$ cat src/rtl/mem_lsu_pkg.sv
`default_nettype none
// ============================================================================
// Module      : mem_lsu_pkg
// Description : Shared types, funct3 codes and alignment helper for mem_lsu.
// Revision    : 1.0 - initial release
// ============================================================================
package mem_lsu_pkg;

    typedef enum logic [2:0] {
        ST_IDLE = 3'd0,
        ST_RD   = 3'd1,
        ST_DATA = 3'd2,
        ST_WR   = 3'd3,
        ST_FIN  = 3'd4
    } lsu_state_t;

    localparam logic [2:0] F3_B  = 3'b000;
    localparam logic [2:0] F3_H  = 3'b001;
    localparam logic [2:0] F3_W  = 3'b010;
    localparam logic [2:0] F3_BU = 3'b100;
    localparam logic [2:0] F3_HU = 3'b101;

    function automatic logic is_misaligned(input logic [2:0] funct3, input logic [1:0] addr_lo);
        logic mis;
        mis = 1'b0;
        case (funct3)
            F3_H, F3_HU: mis = addr_lo[0];
            F3_W:        mis = |addr_lo;
            default:     mis = 1'b0;
        endcase
        return mis;
    endfunction

endpackage
`default_nettype wire

$ cat src/rtl/mem_lsu_align.sv
`default_nettype none
// ============================================================================
// Module      : mem_lsu_align
// Description : Byte/half lane extraction with extension, and store-lane merge.
// Revision    : 1.0 - initial release
// ============================================================================
module mem_lsu_align
    import mem_lsu_pkg::*;
(
    input  logic [2:0]  i_funct3,
    input  logic [1:0]  i_addr_lo,
    input  logic [31:0] i_old_word,
    input  logic [31:0] i_store_data,
    output logic [31:0] o_load_val,
    output logic [31:0] o_merged_word
);

    logic [7:0]  w_byte;
    logic [15:0] w_half;
    logic [4:0]  w_byte_sh;

    always_comb begin
        w_byte_sh = {i_addr_lo, 3'b000};
        w_byte    = i_old_word[w_byte_sh +: 8];
        w_half    = i_addr_lo[1] ? i_old_word[31:16] : i_old_word[15:0];

        case (i_funct3)
            F3_B:    o_load_val = {{24{w_byte[7]}}, w_byte};
            F3_H:    o_load_val = {{16{w_half[15]}}, w_half};
            F3_BU:   o_load_val = {24'd0, w_byte};
            F3_HU:   o_load_val = {16'd0, w_half};
            default: o_load_val = i_old_word;
        endcase

        // Size code alone selects the lane width; only SB/SH ever reach the merge.
        o_merged_word = i_old_word;
        case (i_funct3[1:0])
            2'b00: o_merged_word[w_byte_sh +: 8] = i_store_data[7:0];
            2'b01: begin
                if (i_addr_lo[1]) begin
                    o_merged_word[31:16] = i_store_data[15:0];
                end else begin
                    o_merged_word[15:0] = i_store_data[15:0];
                end
            end
            default: o_merged_word = i_store_data;
        endcase
    end

endmodule
`default_nettype wire

$ cat src/rtl/mem_lsu.sv
`default_nettype none
// ============================================================================
// Module      : mem_lsu
// Description : RV32 load/store unit converting byte/half/word accesses into
//               word reads, read-modify-writes and word writes on mem_data.
// Revision    : 1.0 - initial release
// ============================================================================
module mem_lsu
    import mem_lsu_pkg::*;
#(
    parameter int WORD_ADDR_BITS = 9
) (
    input  logic        clk_i,
    input  logic        rst_ni,
    input  logic        req_i,
    input  logic        we_i,
    input  logic [2:0]  funct3_i,
    input  logic [31:0] addr_i,
    input  logic [31:0] wdata_i,
    output logic        ready_o,
    output logic        done_o,
    output logic        err_o,
    output logic [31:0] rdata_o,
    output logic [31:0] mem_addr_r_o,
    input  logic [31:0] mem_data_r_i,
    output logic        mem_wr_en_o,
    output logic [31:0] mem_addr_w_o,
    output logic [31:0] mem_data_w_o
);

    lsu_state_t  r_state;
    lsu_state_t  w_state_nxt;

    logic        r_we;
    logic [2:0]  r_funct3;
    logic [31:0] r_addr;
    logic [31:0] r_wdata;
    logic        r_err;
    logic [31:0] r_rdata;
    logic [31:0] r_merged;
    logic [31:0] r_rd_addr;

    logic        w_accept;
    logic        w_bad_f3;
    logic        w_range_err;
    logic        w_req_err;
    logic [31:0] w_word_addr;
    logic [31:0] w_load_val;
    logic [31:0] w_merged;

    assign w_accept    = req_i && ready_o;
    assign w_bad_f3    = (funct3_i == 3'b011) || (funct3_i == 3'b110) || (funct3_i == 3'b111);
    assign w_range_err = |addr_i[31:WORD_ADDR_BITS+2];
    assign w_req_err   = w_bad_f3 || w_range_err || (we_i && funct3_i[2])
                       || is_misaligned(funct3_i, addr_i[1:0]);
    assign w_word_addr = {r_addr[31:2], 2'b00};

    mem_lsu_align u_align (
        .i_funct3      (r_funct3),
        .i_addr_lo     (r_addr[1:0]),
        .i_old_word    (mem_data_r_i),
        .i_store_data  (r_wdata),
        .o_load_val    (w_load_val),
        .o_merged_word (w_merged)
    );

    always_ff @(posedge clk_i or negedge rst_ni) begin
        if (!rst_ni) begin
            r_state <= ST_IDLE;
        end else begin
            r_state <= w_state_nxt;
        end
    end

    always_comb begin
        w_state_nxt = r_state;
        case (r_state)
            ST_IDLE: begin
                if (w_accept) begin
                    if (w_req_err) begin
                        w_state_nxt = ST_FIN;
                    end else if (we_i && (funct3_i == F3_W)) begin
                        w_state_nxt = ST_WR;
                    end else begin
                        w_state_nxt = ST_RD;
                    end
                end
            end
            ST_RD:   w_state_nxt = ST_DATA;
            ST_DATA: w_state_nxt = r_we ? ST_WR : ST_FIN;
            ST_WR:   w_state_nxt = ST_FIN;
            ST_FIN:  w_state_nxt = ST_IDLE;
            default: w_state_nxt = ST_IDLE;
        endcase
    end

    always_comb begin
        ready_o      = (r_state == ST_IDLE);
        done_o       = (r_state == ST_FIN);
        err_o        = (r_state == ST_FIN) && r_err;
        mem_wr_en_o  = (r_state == ST_WR);
        mem_addr_r_o = (r_state == ST_RD) ? w_word_addr : r_rd_addr;
        mem_addr_w_o = w_word_addr;
        mem_data_w_o = (r_funct3 == F3_W) ? r_wdata : r_merged;
        rdata_o      = r_rdata;
    end

    always_ff @(posedge clk_i or negedge rst_ni) begin
        if (!rst_ni) begin
            r_we      <= 1'b0;
            r_funct3  <= 3'b000;
            r_addr    <= 32'd0;
            r_wdata   <= 32'd0;
            r_err     <= 1'b0;
            r_rdata   <= 32'd0;
            r_merged  <= 32'd0;
            r_rd_addr <= 32'd0;
        end else begin
            if (w_accept) begin
                r_we     <= we_i;
                r_funct3 <= funct3_i;
                r_addr   <= addr_i;
                r_wdata  <= wdata_i;
                r_err    <= w_req_err;
            end
            if (r_state == ST_RD) begin
                r_rd_addr <= w_word_addr;
            end
            // The read word is only valid in DATA; loads retire it, stores merge it.
            if (r_state == ST_DATA) begin
                if (r_we) begin
                    r_merged <= w_merged;
                end else begin
                    r_rdata <= w_load_val;
                end
            end
        end
    end

endmodule
`default_nettype wire
$ cat config.mk
export PLATFORM = sky130hd
export DESIGN_NAME = mem_lsu
export DESIGN_NICKNAME = d
export VERILOG_FILES = /design/src/rtl/mem_lsu_pkg.sv /design/src/rtl/mem_lsu_align.sv /design/src/rtl/mem_lsu.sv
export SDC_FILE = /design/constraint.sdc
export NUM_CORES = 1
export LEC_CHECK = 0
export ABC_AREA = 1
export ABC_CLOCK_PERIOD_IN_PS = 2100
export CORE_ASPECT_RATIO = 1.25
export CORE_UTILIZATION = 35
export CTS_CLUSTER_DIAMETER = 40
export DETAILED_ROUTE_END_ITERATION = 16
export GPL_TIMING_DRIVEN = 0
export PLACE_DENSITY_LB_ADDON = 0.12
export SYNTH_ARGS = -nofsm -noshare
export SYNTH_HDL_FRONTEND = slang
export SYNTH_SLANG_ARGS = --single-unit
$ cat constraint.sdc
create_clock -name clk_i -period 2.1 [get_ports clk_i]
set_input_delay 0.21 -clock clk_i [delete_from_list [all_inputs] [get_ports clk_i]]
set_output_delay 0.21 -clock clk_i [all_outputs]
set_load 0.01 [all_outputs]
## Yosys cells after proc, flatten, opt, wreduce, memory -nomap -nowiden

Cells that the tools add are included.

| cells by class | value |
|---|---|
| add/sub/neg operators | 1 |
| multiply operators | 0 |
| divide/modulo/power cells | 0 |
| $lt $le $gt $ge | 0 |
| eq/ne operators | 16 |
| shift-type cells | 3 |
| multiplexer cells | 14 |
| bitwise logic cells | 1 |
| reductions and logical operators | 17 |

Operators by type and width:

| operator | count |
|---|---|
| $pmux 32 s4 | 1 |
| $mux 32 | 2 |
| $pmux 32 s2 | 1 |
| $mux 16 | 3 |
| $bwmux 32 | 1 |
| $shift 8x7->32 const A | 1 |
| $shiftx 32x6->8 | 1 |
| $shiftx 8x7->32 | 1 |
| $reduce_or 21->1 | 1 |
| $eq 3x3->1 const B | 6 |
| $eq 3x2->1 const B | 5 |
| $pmux 3 s4 | 1 |
| $eq 3x1->1 const B | 3 |
| $mux 3 | 3 |
| $neg 5->7 | 1 |
| $logic_not 3->1 | 2 |
| $logic_or 1x1->1 | 5 |
| $logic_and 1x1->1 | 4 |
| $reduce_and 2->1 | 2 |
| $reduce_or 2->1 | 2 |
| $eq 2x1->1 const B | 1 |
| $logic_not 2->1 | 1 |
| $mux 2 | 1 |
| $ne 2x1->1 const B | 1 |
| 2 further kinds | 2 |

| word-level totals | value |
|---|---|
| bits in registers | 168 |
| bits in latches | 0 |
| bits in writable memories | 0 |
| memory bits (read-only) | 0 |
| input port bits | 103 |
| output and inout bits | 132 |
| word-level logic and storage cells | 61 |
| memories | 0 |

## Logic depth before layout (Yosys ltp)

Gate-level depths: netlist (run 1).

| logic depth | value |
|---|---|
| depth after elaboration | 9 |
| depth in mapped cells | 11 |
| depth with buffers taken out | 9 |

## Modules after synthesis

From an unflattened synthesis (run 1), not the netlist that was laid out.

| unflattened totals | value |
|---|---|
| cell total of the unflattened synthesis | 1,181 |
| area total of the unflattened synthesis | 9,339.0 um2 |

Modules (own cells, without submodules):

| module | instances | cells an instance | area each (um2) | seq. area each (um2) |
|---|---|---|---|---|
| mem_lsu | 1 | 682 | 7,045.5 | 4,204.0 |
| mem_lsu_align | 1 | 499 | 2,293.4 | 0.0 |

## Worst setup path before layout (run 1)

OpenSTA, ideal clock, no wires.

| path | value |
|---|---|
| path type | register -> register |
| start | register r_addr[0] |
| end | register r_merged[4] |
| library setup time | 0.063 ns |
| data arrival time | 1.846 ns |
| required time | 2.037 ns |
| path slack | 0.191 ns |
| stages on the path, launching flop included | 12 |
| path buffers | 2 |
| clock period less this slack | 1.909 ns |
| cell sequence | dfrtp_1 -> buf_4 -> inv_1 -> ha_1 -> clkbuf_1 -> inv_1 -> nand4_1 -> a21oi_2 -> nand2_1 -> nand2_1 -> o21ai_1 -> inv_1 |

| between the ends | value |
|---|---|
| word-level cells in the longest chain between the ends | 4 |
| elaborated cells between the ends (all ways) | 5 |
| those cells by class | add/sub (1); shift (2); mux (2) |

Ends and longest elaborated chain:

| item | RTL line | text |
|---|---|---|
| start, declared | mem_lsu.sv:36 | `logic [31:0] r_addr;` |
| start signal, assigned | mem_lsu.sv:122 | `r_addr <= addr_i;` |
| $neg 5->7 * | mem_lsu_align.sv:38 | `2'b00: o_merged_word[w_byte_sh +: 8] = i_store_data[7:0];` |
| $shiftx 8x7->32 / $shift 8x7->32 (equally long branches) | mem_lsu_align.sv:38 |  |
| $bwmux 32 * | mem_lsu_align.sv:38 |  |
| $pmux 32 s2 * | mem_lsu_align.sv:37 | `case (i_funct3[1:0])` |
| end signal, assigned | mem_lsu.sv:132 | `r_merged <= w_merged;` |
| end, declared | mem_lsu.sv:40 | `logic [31:0] r_merged;` |

Mark *: on every way between the ends. The rest lies on a longest branch, timed or not.
A chain may end at the register's enable or synchronous reset.

## Worst setup path in the final report (run 1)

| path | value |
|---|---|
| start | register r_funct3[2] |
| end | output port mem_data_w_o[20] |

| between the ends | value |
|---|---|
| word-level cells in the longest chain between the ends | 2 |

Ends and longest elaborated chain:

| item | RTL line | text |
|---|---|---|
| start, declared | mem_lsu.sv:35 | `logic [2:0] r_funct3;` |
| start signal, assigned | mem_lsu.sv:121 | `r_funct3 <= funct3_i;` |
| $eq 3x2->1 | mem_lsu.sv:104 | `mem_data_w_o = (r_funct3 == F3_W) ? r_wdata : r_merged;` |
| $mux 32 | mem_lsu.sv:104 |  |
| end, declared | mem_lsu.sv:28 | `output logic [31:0] mem_data_w_o` |

Every way passes these cells.

==> results of run 1 <==
[registers in the layout, indices dropped and copies added (netlist names)]
register and count:
r_wdata 32, r_addr 32, r_merged 32, rdata_o 32, r_funct3 3, r_we 1
r_err 1, r_state 3, r_rd_addr 32
[how the worst max path moves through the flow]
stage                  endpoint         from  depth (start not counted)  slack (ns)
6_report       mem_data_w_o[20]  r_funct3[2]                          5        0.06
5_1_grt        mem_data_w_o[22]  r_funct3[1]                          7       -0.02
3_5_place_dp    mem_data_w_o[3]  r_funct3[1]                          7       -0.33
2_1_floorplan       r_merged[4]    r_addr[0]                         11        0.19
4_1_cts         mem_data_w_o[2]  r_funct3[2]                          6       -0.01
3_3_place_gp      r_rd_addr[24]       rst_ni                          1       -6.50
[per-layer routing]
metal,vias to the layer above,track usage (%),wire length (microns)
met1,4031,32.5,13300
met4,0,11.6,1270
met5,-,0,0
met2,312,42.7,15500
li1,4146,-,-
met3,58,4.91,1940
[logic make-up (layout without fill, tap and decap cells)]
logic type | Yosys count | after routing
and+or+nand+nor | 483 | 483
AOI/OAI and AO/OA | 280 | 280
buffers and inverters | 186 | 461
DFF | 168 | 168
adders and majority gates | 5 | 5
muxes | 2 | 2
other | 1 | 2
[critical path: cells and delay by family, from the launching register on]
kind / cells / cell delay, ns
and+or+nand+nor: 2 / 0.31
AOI/OAI and AO/OA: 1 / 0.13
DFF: 1 / 0.45
buffers and inverters: 2 / 0.50
[stage by stage]
step / total power [mW] / cell area [sq um] / instances / util, %
2_1_floorplan: 8.38 / 8720 / 1126 / -
3_3_place_gp: 11.4 / 11500 / 1688 / 46.7
3_5_place_dp: 11.4 / 11500 / 1689 / 46.9
4_1_cts: 14.8 / 12200 / 1728 / 49.8
5_1_grt: 15.8 / 12200 / 1731 / 49.8
6_report: 14.8 / 12200 / 1731 / 49.8
[report_power, final]
part           total (mW)  internal (mW)  switching, mW
clock network        3.20           1.63           1.57
logic                7.08           2.89           4.19
registers            4.54           3.95          0.584
[layout make-up]
type / count / area [sq um]
inverter: 95 / 364
multi-input combinational: 772 / 3680
clock buffer: 18 / 439
tap: 330 / 413
sequential: 168 / 4210
timing repair buffer: 244 / 2310
fill: 2510 / 12300
buffer: 90 / 644
clock inverter: 14 / 155
[timing repair]
action,CTS,global route
setup buffers,7,3
hold buffers,1,0
hold endpoints to repair,81,0
setup endpoints to repair,90,69
pin swaps,1,1
resized for setup,119,59
[cell usage in the layout (no fill, tap or decap), types with 4 or more instances in the layout]
cell,count
nand2_1,364
clkinv_4,4
nand2_4,4
o22ai_1,22
dlygate4sd2_1,32
o21ai_2,6
buf_2,18
o21ai_0,84
clkdlybuf4s50_1,165
nor3_1,5
nor2_1,82
o21ai_1,48
nand3_1,13
clkbuf_2,19
a21oi_1,62
nor2_2,5
o22ai_2,10
clkbuf_1,15
inv_8,4
inv_2,19
clkbuf_16,17
dfrtp_1,166
inv_1,73
clkdlybuf4s15_1,13
clkbuf_8,9
o211ai_1,31
a31oi_1,7
o21bai_1,7
buf_4,52
==> run_results.csv, run 1 <==
group,metric,value,unit
setup_path,crit_arrival,1.83,ns
yosys,synthArstFlopShare,100,%
route,ant_nets,0,
die,initial_core_util,35.6,%
yosys,yosys_warnings,0,
hold_path,hp-start,"addr_i[7]",
setup_path,crit_type,"register to primary output",
final_layout,areaGrowthSynthToFinish,40.1,%
setup_path,reg2reg_from,"r_addr[0]",
yosys,avgSynthCellArea,7.75,sq um
power,p_per_area,1210,nW/um^2
cts,cts_made_buffers,17,
sta,slew_viol_final,0,
setup_path,crit_chain,"nor2_2 -> nand2_4 -> clkbuf_8 -> o21ai_1 -> dlygate4sd2_1",
yosys,synth_common_cells,"nand2_1, dfrtp_1, nor2_1, o21ai_0, inv_1",
final_layout,nNetsFinal,1496,
yosys,yosysTopAreaCell,"dfrtp_1",
placement,numPortBuffers,232,
sta,fin_ws,0.0553,ns
setup_path,critPathMaxStageDelay,0.45,ns
route,initialDrtViolationCount,587,
power,power_leakage,5.92,nW
die,io_pins,235,
yosys,synth_simple_gate_area_share,21.8,%
route,drcViolationCount,0,
setup_path,cp.required,1.89,ns
hold_path,min_to,"r_addr[7]",
die,row_count,64,
setup_path,worstRegToRegCells,8,
global_routing,grt.total_usage,25.8,%
route,via_per_inst,4.94,
yosys,synth-main-ff-cell,"dfrtp_1",
yosys,synth_area_leaders,"dfrtp_1, nand2_1, o21ai_0",
sta,worst_clock_skew,0.0120,ns
yosys,synth_top_family_by_area,"simple AND/OR/NAND/NOR gates",
cts,cts_tree,"yes",
global_routing,grt_pass1_vias,8444,
sta,min_period,2.04,ns
sta,period_share,97.4,%
cts,htree_num_levels,4,
sta,setup_viol,0,
die,die_y,178,microns
placement,dp_hpwl,24.3,mm
global_routing,grt_start_max_net_pins,88,
setup_path,worst_setup_path_start_kind,"register",
yosys,synth_seq_area_share,48.2,%
final_layout,diodes,0,
route,wire_per_inst,18.5,microns
sta,fmax,0.489,GHz
yosys,syn_inst,1125,
cts,cts_root_buffer,"clkbuf_16",
cts,numClockSinks,168,
sta,worstMarginPinSlew,0.658,ns
setup_path,end_kind,"primary output",
yosys,synthDominantCellAreaShare,48.2,%
setup_path,r2r-end,"r_merged[27]",
global_routing,grt_overflow,0,
sta,grt_setup_unrepaired,"true",
die,core-area,24500,sq um
route,vias,8547,
cts,path_clk_slew,0.08,ns
sta,finalHoldViolations,0,
run_status,status,"finished clean",
cts,clk_latency,0.44,ns
global_routing,antenna_found_initial,0,
route,drt_pass1_iterations,7,
die,dieWidth,143,microns
yosys,synthMostInstantiatedCell,"nand2_1",
yosys,synth_compound_gate_area_share,18.6,%
global_routing,grt_pass1_wl,48.7,mm
yosys,synth_area,8720,sq um
yosys,synthXorXnorAreaFrac,0,%
sta,setup_tns,0,ns
die,dieArea,25500,sq um
setup_path,worst_path_max_delay_cell,"dfrtp_2",
yosys,synth.area.mux_share,0.258,%
yosys,synth_edf_count,0,
hold_path,hold_depth,3,
route,routed_wl,32.0,mm
sta,slew_headroom,56.1,%
setup_path,rrSetupSlack,0.08,ns
cts,clk_path_buf_depth,2,
final_layout,post_route_cells_drive_above_1_share,14.2,%
sta,whs,0.298,ns
placement,gp_congestion,0.917,
yosys,ys_types,37,
yosys,synth-adder-area-share,0.718,%
flow_run,maxCapViolCount,0,
power,vdd_drop_max,0.598,mV
setup_path,crit_fanout,10,
placement,dp_slack,-0.330,ns
hold_path,holdCritPathClass,"input pin to register",
yosys,yosys_register_bits,168,
No activity file was read; power rests on OpenSTA's default activity.
==> run 2: changes to the inputs <==
Settings changed: ABC_AREA 1 to 0, HOLD_SLACK_MARGIN from default to 0.06.
==> run 2 against run 1 <==
The run now ends with negative setup slack left; register-to-register slack barely moved; sequential power is 17% lower; combinational power down 69%; core utilization grew 3.8 points; die area decreased by 2.5%; synthesized cell count fell by 33%; critical path depth up 1; via count shrank 17%; critical endpoint is now mem_addr_r_o[15]; flip-flop and latch count unchanged; largest power group is now registers; global-route usage shrank 2.6 points.
==> run_results.csv, run 2 <==
group,metric,value,unit
run_status,status,"complete, but fails checks",
run_status,violations,"negative setup slack",
placement,dpl_cell_area,11300,sq um
cts,htree_num_levels,4,
global_routing,antenna_found_initial,0,
placement,gp_congestion,0.888,
yosys,synth_compound_gate_area_share,13.1,%
die,dieArea,24900,sq um
sta,min_period,2.13,ns
cts,cts_made_buffers,17,
setup_path,crit_type,"register to primary output",
sta,setup_viol,20,
hold_path,holdCritPathClass,"input pin to asynchronous set/reset pin",
power,vdd_drop_max,0.514,mV
yosys,avgSynthCellArea,11.3,sq um
final_layout,final_cell_mix,"clkdlybuf4s50_1, dfrtp_1, mux2_2, nor2_1, buf_6",
yosys,synthMostInstantiatedCell,"dfrtp_1",
yosys,syn_inst,751,
route,ant_nets,0,
yosys,synth_area,8500,sq um
yosys,synth_simple_gate_area_share,9.88,%
cts,clk_path_buf_depth,2,
final_layout,areaGrowthSynthToFinish,50.3,%
route,drcViolationCount,0,
yosys,synthDominantCellAreaShare,49.5,%
die,row_count,63,
yosys,yosys_warnings,0,
route,drt_pass1_iterations,5,
global_routing,grt_overflow,0,
route,initialDrtViolationCount,432,
yosys,ys_types,53,
final_layout,finalInstanceArea,12800,sq um
route,vias,7097,
power,power_leakage,5.54,nW
final_layout,nNetsFinal,1143,
flow_run,maxCapViolCount,0,
setup_path,end_kind,"primary output",
placement,dp.cells,1310,
sta,worstMarginPinSlew,0.776,ns
global_routing,grt_pass1_vias,7314,
sta,fmax,0.469,GHz
cts,cts_root_buffer,"clkbuf_16",
final_layout,fin_cells,1373,
global_routing,grt_start_max_net_pins,112,
die,initial_core_util,35.7,%
sta,finalHoldViolations,0,
cts,numClockSinks,168,
sta,slew_viol_final,0,
yosys,synth-adder-area-share,0.736,%
sta,whs,0.294,ns
final_layout,post_route_cells_drive_above_1_share,35.6,%
sta,period_share,102,%
yosys,synthArstFlopShare,100,%
yosys,synth_top_family_by_area,"multiplexers",
sta,grt_setup_unrepaired,"true",
route,via_per_inst,5.17,
setup_path,crit_arrival,1.92,ns
die,io_pins,235,
sta,fin_ws,-0.0344,ns
route,wire_per_inst,20.8,microns
power,p_per_area,715,nW/um^2
setup_path,worst_setup_path_start_kind,"register",
placement,dp_hpwl,20.4,mm
cts,clk_latency,0.43,ns
die,die_y,176,microns
yosys,synthXorXnorAreaFrac,0,%
setup_path,crit_fanout,5,
global_routing,grt.total_usage,23.2,%
yosys,synth_seq_area_share,49.5,%
yosys,synth_common_cells,"dfrtp_1, mux2_2, nor2_1, a21oi_1, nand2_1",
setup_path,cp.required,1.89,ns
cts,path_clk_slew,0.07,ns
die,dieWidth,141,microns
die,core-area,23800,sq um
global_routing,grt_pass1_wl,43.4,mm
final_layout,diodes,0,
route,routed_wl,28.5,mm
yosys,synth-main-ff-cell,"dfrtp_1",
yosys,synth_area_leaders,"dfrtp_1, mux2_2, nor2_1",
yosys,yosysTopAreaCell,"dfrtp_1",
sta,slew_headroom,48.2,%
yosys,synth_edf_count,0,
yosys,yosys_register_bits,168,
placement,numPortBuffers,232,
cts,cts_tree,"yes",
yosys,synth.area.mux_share,20.4,%
sta,worst_clock_skew,0.0121,ns
## run 2: cell types whose count changed after synthesis, moves of 14 or more
cell / previous run / this run
a22o_1: 0 / 14
a21oi_1: 62 / 46
o211ai_1: 31 / 0
inv_2: 18 / 0
o21ai_1: 53 / 0
o22ai_1: 22 / 0
a221oi_1: 0 / 25
inv_1: 76 / 8
mux2_2: 2 / 143
a22oi_1: 1 / 25
nand2_1: 366 / 40
o21ai_0: 84 / 27
## run 2: worst max-delay path: stages (launching register included)
cell and delay [ns]:
dfrtp_2 0.43, nor3_4 0.21, buf_6 0.16, buf_12 0.12
buf_8 0.12, mux2_4 0.31, buf_6 0.13
## run 2: kinds of logic after synthesis
| kind of cell | count (synthesis) |
|---|---|
| compound gates | 160 |
| fa+ha+maj | 5 |
| buf+inv | 88 |
| flops | 168 |
| mux | 154 |
| other cells | 1 |
| simple gates | 175 |
## run 2: repair_timing
item | CTS | global route
hold endpoints to repair | 57 | 0
setup buffers | 23 | 9
setup endpoints to repair | 96 | 94
resized for setup | 427 | 36
hold buffers | 1 | 0
pin swaps | 5 | 3
gates cloned | 5 | 1
## run 2: worst paths after layout
check	startpoint	end	slack, ns	cells after the start
setup reg to reg	r_addr[1]	r_merged[6]	0.08	8
hold / removal	rst_ni	rdata_o[19]	0.29	2
setup / recovery	r_state[2]	mem_addr_r_o[15]	-0.03	6
max in group asynchronous	rst_ni	r_rd_addr[5]	0.85	3
hold reg to reg	r_merged[24]	r_merged[24]	0.48	2
min in group clk_i	wdata_i[0]	r_wdata[0]	0.35	3
## run 2: final cells by class
cell class | instances | area (sq um)
clock inverters | 15 | 180
flip-flops and latches | 168 | 4210
multi-input cells | 496 | 4130
repair buffers | 267 | 2790
clock buffers | 17 | 425
well taps | 325 | 407
fillers | 2191 | 11000
inverters | 8 | 36.3
plain buffers | 77 | 594
## run 2: through the flow
step / setup WS (ns) / TNS (ns) / total power, mW / utilization, %
5_1_grt: -0.0920 / -2.28 / 9.51 / 53.7
3_5_place_dp: -0.568 / -36.50 / 5.71 / 47.3
6_report: -0.0344 / -0.404 / 9.13 / 53.7
3_3_place_gp: -6.58 / -1137.28 / 5.71 / 47.2
4_1_cts: -0.111 / -3.00 / 9.22 / 53.2
2_1_floorplan: 0.0222 / 0 / 4.72 / -
## run 2: layer usage
metal / global-route usage [%] / wire length (microns) / up-vias
met2: 38.7 / 13900 / 289
met5: 0 / 0 / -
met4: 10.3 / 962 / 0
met3: 6.35 / 2060 / 39
li1: - / - / 3267
met1: 28.0 / 11600 / 3502
## run 2: where the power goes
group          switching (mW)  leakage [nW]  internal, mW
Sequential              0.284          2.07          3.46
Clock                    1.51         0.289          1.71
Combinational           0.965          3.18          1.20
==> run 3: changes to the inputs <==
Settings changed: CORE_ASPECT_RATIO 1.25 to default, CORE_MARGIN from default to 1, SLEW_MARGIN from default to 20.
==> run 3 against run 2 <==
The flow still finishes with violations (negative setup slack); worst setup slack worse by 0.059 ns; largest power group unchanged; clock skew rose by 0.00099 ns; flip-flop and latch count did not move; final cell count decreased by 0.22%; maximum frequency fell by 2.7%; core utilization rose by 0.81 points; count of clock-buffer cells in the layout grew 2; critical endpoint is now mem_data_w_o[14].
==> run_results.csv, run 3 (synthesis results as in run 2) <==
group,metric,value,unit
placement,dp_hpwl,20.2,mm
sta,grt_setup_unrepaired,"true",
global_routing,grt_pass1_vias,7217,
setup_path,cp.required,1.89,ns
die,io_pins,235,
cts,cts_root_buffer,"clkbuf_16",
die,initial_core_util,36.0,%
route,drt_pass1_iterations,6,
die,dieArea,24900,sq um
placement,dpl_cell_area,11300,sq um
route,vias,7185,
sta,worstMarginPinSlew,0.766,ns
power,p_per_area,706,nW/um^2
route,ant_nets,0,
global_routing,grt_overflow,0,
final_layout,diodes,0,
sta,finalHoldViolations,0,
hold_path,holdCritPathClass,"input pin to asynchronous set/reset pin",
power,power_leakage,5.57,nW
global_routing,grt_start_max_net_pins,63,
final_layout,seq_area,4210,sq um
cts,numClockSinks,168,
sta,min_period,2.19,ns
die,core-area,23600,sq um
route,initialDrtViolationCount,437,
sta,setup_tns,-2.15,ns
sta,whs,0.289,ns
final_layout,fillers,2113,
setup_path,worst_setup_path_start_kind,"register",
setup_path,crit_type,"register to primary output",
cts,clk_path_buf_depth,2,
sta,worst_clock_skew,0.0131,ns
die,row_count,56,
placement,numPortBuffers,232,
sta,fin_ws,-0.0938,ns
setup_path,crit_fanout,7,
cts,htree_num_levels,4,
power,power,9.08,mW
cts,cts_made_buffers,17,
final_layout,areaGrowthSynthToFinish,51.3,%
final_layout,finalInstanceArea,12900,sq um
cts,path_clk_slew,0.07,ns
run_status,status,"complete, but fails checks",
sta,slew_headroom,48.9,%
route,via_per_inst,5.24,
die,die_y,158,microns
global_routing,grt_pass1_wl,43.5,mm
sta,period_share,104,%
cts,clk_latency,0.44,ns
final_layout,nNetsFinal,1146,
sta,setup_viol,40,
sta,slew_viol_final,0,
setup_path,crit_arrival,1.98,ns
setup_path,end_kind,"primary output",
die,dieWidth,158,microns
final_layout,post_route_cells_drive_above_1_share,35.9,%
placement,gp_congestion,0.840,
flow_run,maxCapViolCount,0,
sta,fmax,0.456,GHz
cts,cts_tree,"yes",
global_routing,antenna_found_initial,1,
final_layout,multi_input_area,4130,sq um
global_routing,grt.total_usage,23.6,%
route,wire_per_inst,20.9,microns
route,routed_wl,28.7,mm
final_layout,final_common_cell,"dfrtp_1",
power,vdd_drop_max,0.491,mV
run_status,violations,"negative setup slack",
route,drcViolationCount,0,
final_layout,final_cell_mix,"dfrtp_1, clkdlybuf4s50_1, mux2_2, buf_6, nor2_1",
==> run 3: cell types whose count changed in the layout (fill, tap and decap cells not counted), moves of 3 or more <==
cell / previous run / this run
buf_12: 7 / 12
buf_4: 54 / 49
buf_6: 71 / 76
clkinv_8: 3 / 0
mux2_2: 85 / 88
mux2_4: 61 / 58
==> run 3: layer usage <==
metal  wire length (microns)  vias up  global-route usage [%]  share of wire (%)
met1                   12400     3554                    31.4                 43
met5                      13        -                       0              0.045
met3                    2240       39                    6.08                7.8
met4                     792        2                    8.78                2.8
li1                        -     3298                       -                  -
met2                   13200      292                    36.6                 46
==> run 3: worst max-delay path: stages, from the launching register on <==
cell       delay, ns
dfrtp_1         0.34
buf_6           0.12
inv_8           0.04
nor3_4          0.18
buf_6           0.20
clkbuf_16       0.17
buf_6           0.09
mux2_4          0.30
buf_6           0.12
==> run 3: final cells by class <==
cell class                      count  share of cell area [%]
Buffer                             78                    4.77
Clock buffer                       19                    3.44
Clock inverter                     13                    1.03
Inverter                            8                   0.321
Multi-Input combinational cell    496                    32.1
Sequential cell                   168                    32.7
Tap cell                          319                    3.10
Timing Repair Buffer              269                    22.5
==> run 3: path summary, 6_finish.rpt <==
kind,to,cells after the start,slack [ns],from
min,rdata_o[29],2,0.29,rst_ni
min in group clk_i,r_wdata[0],3,0.33,wdata_i[0]
min reg2reg,r_merged[16],2,0.49,r_merged[16]
max,mem_data_w_o[14],8,-0.09,r_funct3[1]
max reg2reg,r_merged[0],8,0.02,r_addr[1]
max in group asynchronous,r_state[2],3,1.14,rst_ni
==> run 3: power breakdown <==
| part | switching [mW] | total, mW | internal (mW) |
|---|---|---|---|
| Combinational | 0.980 | 2.20 | 1.22 |
| Sequential | 0.274 | 3.74 | 3.46 |
| Clock | 1.45 | 3.15 | 1.70 |
| Total | 2.70 | 9.08 | 6.38 |
==> run 3: timing repair <==
action	CTS	global route
endpoints found under the setup margin	97	90
hold buffers	1	0
hold endpoints to repair	50	0
resized for setup	385	76
buffers inserted	21	10
gates cloned	4	1
pin swaps	5	10
==> run 3: stage by stage <==
stage / instances / utilization (%) / worst slack, ns
2_1_floorplan: 752 / - / 0.0222
3_3_place_gp: 1303 / 47.6 / -6.57
3_5_place_dp: 1305 / 47.8 / -0.612
4_1_cts: 1362 / 53.1 / -0.200
5_1_grt: 1370 / 54.5 / -0.161
6_report: 1370 / 54.5 / -0.0938
